[src/rtl/alu_pkg.sv]
// Shared ALU/writeback definitions: opcodes, functs, flag bits, field slices.
// Imported by the ALU and by the writeback stage.
package alu_pkg;

  localparam logic [5:0] OP_RTYPE = 6'h00;
  localparam logic [5:0] OP_BEQ   = 6'h04;
  localparam logic [5:0] OP_BNE   = 6'h05;
  localparam logic [5:0] OP_ADDI  = 6'h08;
  localparam logic [5:0] OP_ADDIU = 6'h09;
  localparam logic [5:0] OP_LUI   = 6'h0F;
  localparam logic [5:0] OP_LW    = 6'h23;
  localparam logic [5:0] OP_SW    = 6'h2B;

  localparam logic [5:0] FN_ADD  = 6'h20;
  localparam logic [5:0] FN_ADDU = 6'h21;
  localparam logic [5:0] FN_SUB  = 6'h22;
  localparam logic [5:0] FN_SUBU = 6'h23;

  localparam int FLAG_Z = 0;
  localparam int FLAG_N = 1;
  localparam int FLAG_V = 2;

  localparam int OPC_HI = 31;
  localparam int OPC_LO = 26;
  localparam int RS_HI  = 25;
  localparam int RS_LO  = 21;
  localparam int RT_HI  = 20;
  localparam int RT_LO  = 16;
  localparam int RD_HI  = 15;
  localparam int RD_LO  = 11;
  localparam int IMM_HI = 15;
  localparam int IMM_LO = 0;
  localparam int FN_HI  = 5;
  localparam int FN_LO  = 0;

  // Only the instruction fields the writeback stage consumes.
  typedef struct packed {
    logic       valid;
    logic [5:0] opc;
    logic [4:0] rt;
    logic [15:0] imm;
    logic       z;
    logic       v;
  } wb_s_t;

  function automatic logic [31:0] br_offset(input logic [15:0] imm);
    return {{14{imm[15]}}, imm, 2'b00};
  endfunction

endpackage

[src/rtl/regfile_32x32.sv]
// Architectural register file: two async read ports, one write port.
// Register 0 is never written and always reads zero.
module regfile_32x32 #(
  parameter int NREGS = 32,
  parameter int XLEN  = 32,
  localparam int AW   = $clog2(NREGS)
) (
  input  logic            clk,
  input  logic            rst_n,
  input  logic            we,
  input  logic [AW-1:0]   waddr,
  input  logic [XLEN-1:0] wdata,
  input  logic [AW-1:0]   raddr_a,
  input  logic [AW-1:0]   raddr_b,
  output logic [XLEN-1:0] rdata_a,
  output logic [XLEN-1:0] rdata_b
);

  logic [XLEN-1:0] mem [NREGS];

  always_ff @(posedge clk or negedge rst_n) begin
    if (!rst_n) begin
      for (int i = 0; i < NREGS; i++) begin
        mem[i] <= '0;
      end
    end else if (we && (waddr != '0)) begin
      mem[waddr] <= wdata;
    end
  end

  assign rdata_a = (raddr_a == '0) ? '0 : mem[raddr_a];
  assign rdata_b = (raddr_b == '0) ? '0 : mem[raddr_b];

endmodule

[src/rtl/alu_writeback.sv]
// Writeback stage after the ALU: captures one result, decodes it,
// commits to the register file and resolves branches and overflow traps.
module alu_writeback
  import alu_pkg::*;
#(
  parameter int NREGS = 32,
  parameter int XLEN  = 32,
  localparam int AW   = $clog2(NREGS)
) (
  input  logic            clk,
  input  logic            rst_n,
  input  logic            in_valid,
  output logic            in_ready,
  input  logic            hold,
  input  logic [31:0]     instruction,
  input  logic [XLEN-1:0] result,
  input  logic [2:0]      flags,
  input  logic [AW-1:0]   rd_addr_a,
  input  logic [AW-1:0]   rd_addr_b,
  output logic [XLEN-1:0] reg_a,
  output logic [XLEN-1:0] reg_b,
  output logic            wb_en,
  output logic [AW-1:0]   wb_addr,
  output logic [XLEN-1:0] wb_data,
  output logic            branch_taken,
  output logic [31:0]     branch_offset,
  output logic            mem_valid,
  output logic [XLEN-1:0] mem_addr,
  output logic            ovf_exc,
  output logic [7:0]      ovf_count
);

  wb_s_t           s;
  logic [XLEN-1:0] s_result;
  logic            acc;

  logic [AW-1:0]   dst;
  logic            wr;
  logic            trp;
  logic            brop;
  logic            br;
  logic            mv;
  logic [XLEN-1:0] rf_a;
  logic [XLEN-1:0] rf_b;

  logic unused_ok;
  assign unused_ok = &{1'b0, flags[FLAG_N], instruction[RS_HI:RS_LO]};

  assign in_ready = rst_n && !hold;
  assign acc      = in_valid && in_ready;

  always_ff @(posedge clk or negedge rst_n) begin
    if (!rst_n) begin
      s        <= '0;
      s_result <= '0;
    end else begin
      s.valid <= acc;
      if (acc) begin
        s.opc    <= instruction[OPC_HI:OPC_LO];
        s.rt     <= instruction[RT_HI:RT_LO];
        s.imm    <= instruction[IMM_HI:IMM_LO];
        s.z      <= flags[FLAG_Z];
        s.v      <= flags[FLAG_V];
        s_result <= result;
      end
    end
  end

  always_comb begin
    dst  = '0;
    wr   = 1'b0;
    trp  = 1'b0;
    brop = 1'b0;
    br   = 1'b0;
    mv   = 1'b0;
    if (s.valid) begin
      unique case (1'b1)
        s.opc == OP_RTYPE: begin
          dst = s.imm[RD_HI:RD_LO];
          wr  = 1'b1;
          trp = (s.imm[FN_HI:FN_LO] == FN_ADD) ||
                (s.imm[FN_HI:FN_LO] == FN_SUB);
        end
        (s.opc >= OP_ADDI) && (s.opc <= OP_LUI): begin
          dst = s.rt;
          wr  = 1'b1;
          trp = (s.opc == OP_ADDI);
        end
        s.opc == OP_BEQ: begin
          brop = 1'b1;
          br   = s.z;
        end
        s.opc == OP_BNE: begin
          brop = 1'b1;
          br   = !s.z;
        end
        (s.opc == OP_LW) || (s.opc == OP_SW): mv = 1'b1;
        default: ;
      endcase
    end
  end

  assign ovf_exc       = trp && s.v;
  assign wb_en         = wr && !ovf_exc && (dst != '0);
  assign wb_addr       = wb_en ? dst : '0;
  assign wb_data       = wb_en ? s_result : '0;
  assign branch_taken  = br;
  assign branch_offset = brop ? br_offset(s.imm) : '0;
  assign mem_valid     = mv;
  assign mem_addr      = mv ? s_result : '0;

  always_ff @(posedge clk or negedge rst_n) begin
    if (!rst_n) begin
      ovf_count <= '0;
    end else if (ovf_exc && (ovf_count != 8'hFF)) begin
      ovf_count <= ovf_count + 8'd1;
    end
  end

  regfile_32x32 #(
    .NREGS (NREGS),
    .XLEN  (XLEN)
  ) u_rf (
    .clk     (clk),
    .rst_n   (rst_n),
    .we      (wb_en),
    .waddr   (wb_addr),
    .wdata   (wb_data),
    .raddr_a (rd_addr_a),
    .raddr_b (rd_addr_b),
    .rdata_a (rf_a),
    .rdata_b (rf_b)
  );

  // Pending write is visible to the next ALU op before it commits.
  assign reg_a = (wb_en && (rd_addr_a == wb_addr) && (rd_addr_a != '0))
               ? wb_data : rf_a;
  assign reg_b = (wb_en && (rd_addr_b == wb_addr) && (rd_addr_b != '0))
               ? wb_data : rf_b;

endmodule
[config.mk]
export PLATFORM = sky130hd
export DESIGN_NAME = alu_writeback
export DESIGN_NICKNAME = d
export VERILOG_FILES = /design/src/rtl/alu_pkg.sv /design/src/rtl/regfile_32x32.sv /design/src/rtl/alu_writeback.sv
export SDC_FILE = /design/constraint.sdc
export NUM_CORES = 2
export LEC_CHECK = 0
export BUFFER_PORTS_ARGS = -buffer_cell sky130_fd_sc_hd__buf_2
export CAP_MARGIN = 40
export CORE_MARGIN = 2
export CORE_UTILIZATION = 35
export CTS_BUF_LIST = sky130_fd_sc_hd__clkbuf_8
export CTS_CLUSTER_SIZE = 10
export DETAILED_ROUTE_END_ITERATION = 12
export PLACE_DENSITY_LB_ADDON = 0.25
export SYNTH_ARGS = -nofsm -noshare
export SYNTH_HDL_FRONTEND = slang
export SYNTH_SLANG_ARGS = --single-unit
[constraint.sdc]
create_clock -name clk -period 16.5 [get_ports clk]
set_input_delay 4.95 -clock clk [delete_from_list [all_inputs] [get_ports clk]]
set_output_delay 4.95 -clock clk [all_outputs]
set_load 0.1 [all_outputs]
==> impl_metrics.csv <==
group,metric,value,unit
placed_design,place_congestion,0.772,
yosys,synth_cell_types,56,
global_routing,gr-usage-met3,0.0421,
yosys,synth_edf_count,0,
die,num_rows,146,
placed_design,dpl_cell_area,59900,um^2
worst_setup_path,end_kind,"output pin",
pwr,fin_total_pwr,5.80,mW
worst_setup_path,cp_data_required_time,11.55,ns
detailed_routing,drt_first_pass_iters,5,
sta,holdWs,0.392,ns
die,die_x,403,um
detailed_routing,vias_per_cell,5.75,
worst_setup_path,arrival,8.78,ns
global_routing,antenna_found_initial,5,
detailed_routing,num_vias,41724,
yosys,yosys_warnings,0,
sta,setup_tns,0,ns
min_path,holdPathStages,0,
die,dieHeight,403,um
detailed_routing,final_antenna_net_count,0,
die,dieArea,163000,um^2
yosys,synth_cells,4965,
yosys,synth_ff_type,"dfrtp_1",
finish,syn_to_final_growth,14.3,%
sta,rsz0062_at_grt,"no",
sta,min_period,13.73,ns
sta,fin_skew,0.0402,ns
sta,fin_ws,2.77,ns
global_routing,grt-busiest-layer,"met2",
yosys,synth.avg_cell_area,11.2,um^2
clock_tree,worstSkewPairLatency,0.93,ns
worst_setup_path,start_kind,"input pin",
pwr,ir_drop,0.0927,mV
clock_tree,root_buffer,"clkbuf_8",
finish,finalNetCount,5112,
global_routing,use_met1,0.327,
sta,setup_viol,0,
die,start_util,0.353,
finish,drive_gt1_frac,0.264,
detailed_routing,wl_per_cell,26.9,um
detailed_routing,routed_wl,195,mm
clock_tree,cts_tree,"done",
global_routing,overflow,0,
global_routing,grt_max_degree,151,
yosys,synth_area,55900,um^2
placed_design,portBuffers,250,
run_status,status,"completed",
sta,fin_crit_sh,0.832,
global_routing,grt_pass1_wl,288,mm
global_routing,grt.total_usage,0.240,
placed_design,dp.final_hpwl,115,mm
clock_tree,clock_sinks,1094,
sta,slew_violations,0,
min_path,min_path_type,"reg2reg",
clock_tree,post_cts_resized,0,
global_routing,use_met2,0.379,
finish,post-route-util,0.403,
pwr,p_leak,28.0,nW
sta,hold_violations,0,
yosys,ys_seq_area_frac,0.490,
detailed_routing,dr.first_iter.drc_count,3848,
clock_tree,cts_made_buffers,193,
pwr,power_density,90.9,nW/um^2
global_routing,grt_pass1_vias,42207,
clock_tree,cts_htree_levels,4,
die,core,158000,um^2
worst_setup_path,cp_max_fo,54,
placed_design,dp_cells,6906,
finish,final_area,63900,um^2
sta,fmax,72.8,MHz
worst_setup_path,reg2reg_depth,9,
clock_tree,postCtsSetupRepairBufs,0,
sta,worstMarginPinSlew,0.951,ns
job,maxCapViolations,0,
sta,slew_headroom,0.366,
detailed_routing,drc,0,
finish,fill_cells,15222,
clock_tree,ctsHoldBuffers,0,
placed_design,dp_slack,2.75,ns
yosys,async_flop_share,1.00,
die,boundaryPins,259,
worst_setup_path,path_class,"in2out",
yosys,synth-seq-cells,1094,
clock_tree,cts_buffer_depth,3,
finish,stdcell_count,7256,
clock_tree,clk_pin_slew,0.06,ns
worst paths after layout:
path	from	end	slack [ns]
worst max register to register	s[26]	u_rf.mem[606]	12.34
min in group asynchronous	rst_n	s[8]	3.99
worst min-delay path	u_rf.mem[1020]	u_rf.mem[1020]	0.39
worst min register to register	u_rf.mem[1020]	u_rf.mem[1020]	0.39
worst max-delay path	rd_addr_b[1]	reg_b[13]	2.77
max in group asynchronous	rst_n	u_rf.mem[401]	8.88
metal layers:
metal	vias up	routed length, um	share of wire
li1	18119	-	-
met1	21574	82900	0.42
met4	0	8330	0.043
met5	-	0	0
met2	1624	91100	0.47
met3	407	12800	0.066
power by group:
group / internal [mW] / switching [mW] / total, mW
logic: 0.122 / 0.290 / 0.413
registers: 2.72 / 0.0578 / 2.78
clock network: 1.42 / 1.19 / 2.61
kinds of logic after synthesis:
group,share of synthesized area
and+or+nand+nor,0.0944
AOI/OAI and AO/OA,0.127
DFF,0.490
muxes,0.245
buffers and inverters,0.0411
xor gates and xnor gates,0.00220
adders and majority gates,0.000224
other,0.0000671
state kept, by name (all words and copies together) (netlist names):
signal,flops
s_result,32
s,30
ovf_count,8
u_rf.mem,1024
layout by cell type, fill, tap and decap left out, types with 93 or more instances in the layout:
cell type / instances
a21oi_1: 134
a22oi_1: 256
buf_2: 245
buf_4: 93
clkbuf_8: 251
dfrtp_1: 1094
inv_1: 100
mux2_2: 126
mux4_2: 512
nand2_1: 1118
o21ai_0: 864
synthesized netlist by cell type, drive strengths merged (35+ instances only):
cell    count  area share
a21oi     134       0.012
and2       51      0.0057
buf       123       0.011
o21ai     866       0.078
mux2      132       0.027
nor2       49      0.0033
nand2    1119       0.075
dfrtp    1094        0.49
mux2i      64       0.011
mux4      512        0.21
clkbuf    419       0.028
inv        35      0.0024
a22oi     257       0.035
critical path, cell delays in order:
cell     delay (ns)
buf_8          0.35
buf_4          0.73
buf_4          0.83
mux4_2         0.36
a22oi_1        0.09
nand2_1        0.08
a21oi_1        0.07
mux2i_1        0.68
buf_2          0.56
final cells by class:
cell class / instances / area (um^2) / share of cell area
Antenna cell: 5 / 12.5 / 0.000196
Clock inverter: 93 / 528 / 0.00827
Sequential cell: 1094 / 27400 / 0.429
Timing Repair Buffer: 411 / 3400 / 0.0533
Tap cell: 2072 / 2590 / 0.0406
Inverter: 36 / 138 / 0.00216
Multi-Input combinational cell: 3294 / 26400 / 0.413
Clock buffer: 251 / 3450 / 0.0541
Power figures use the tool's default switching activity.
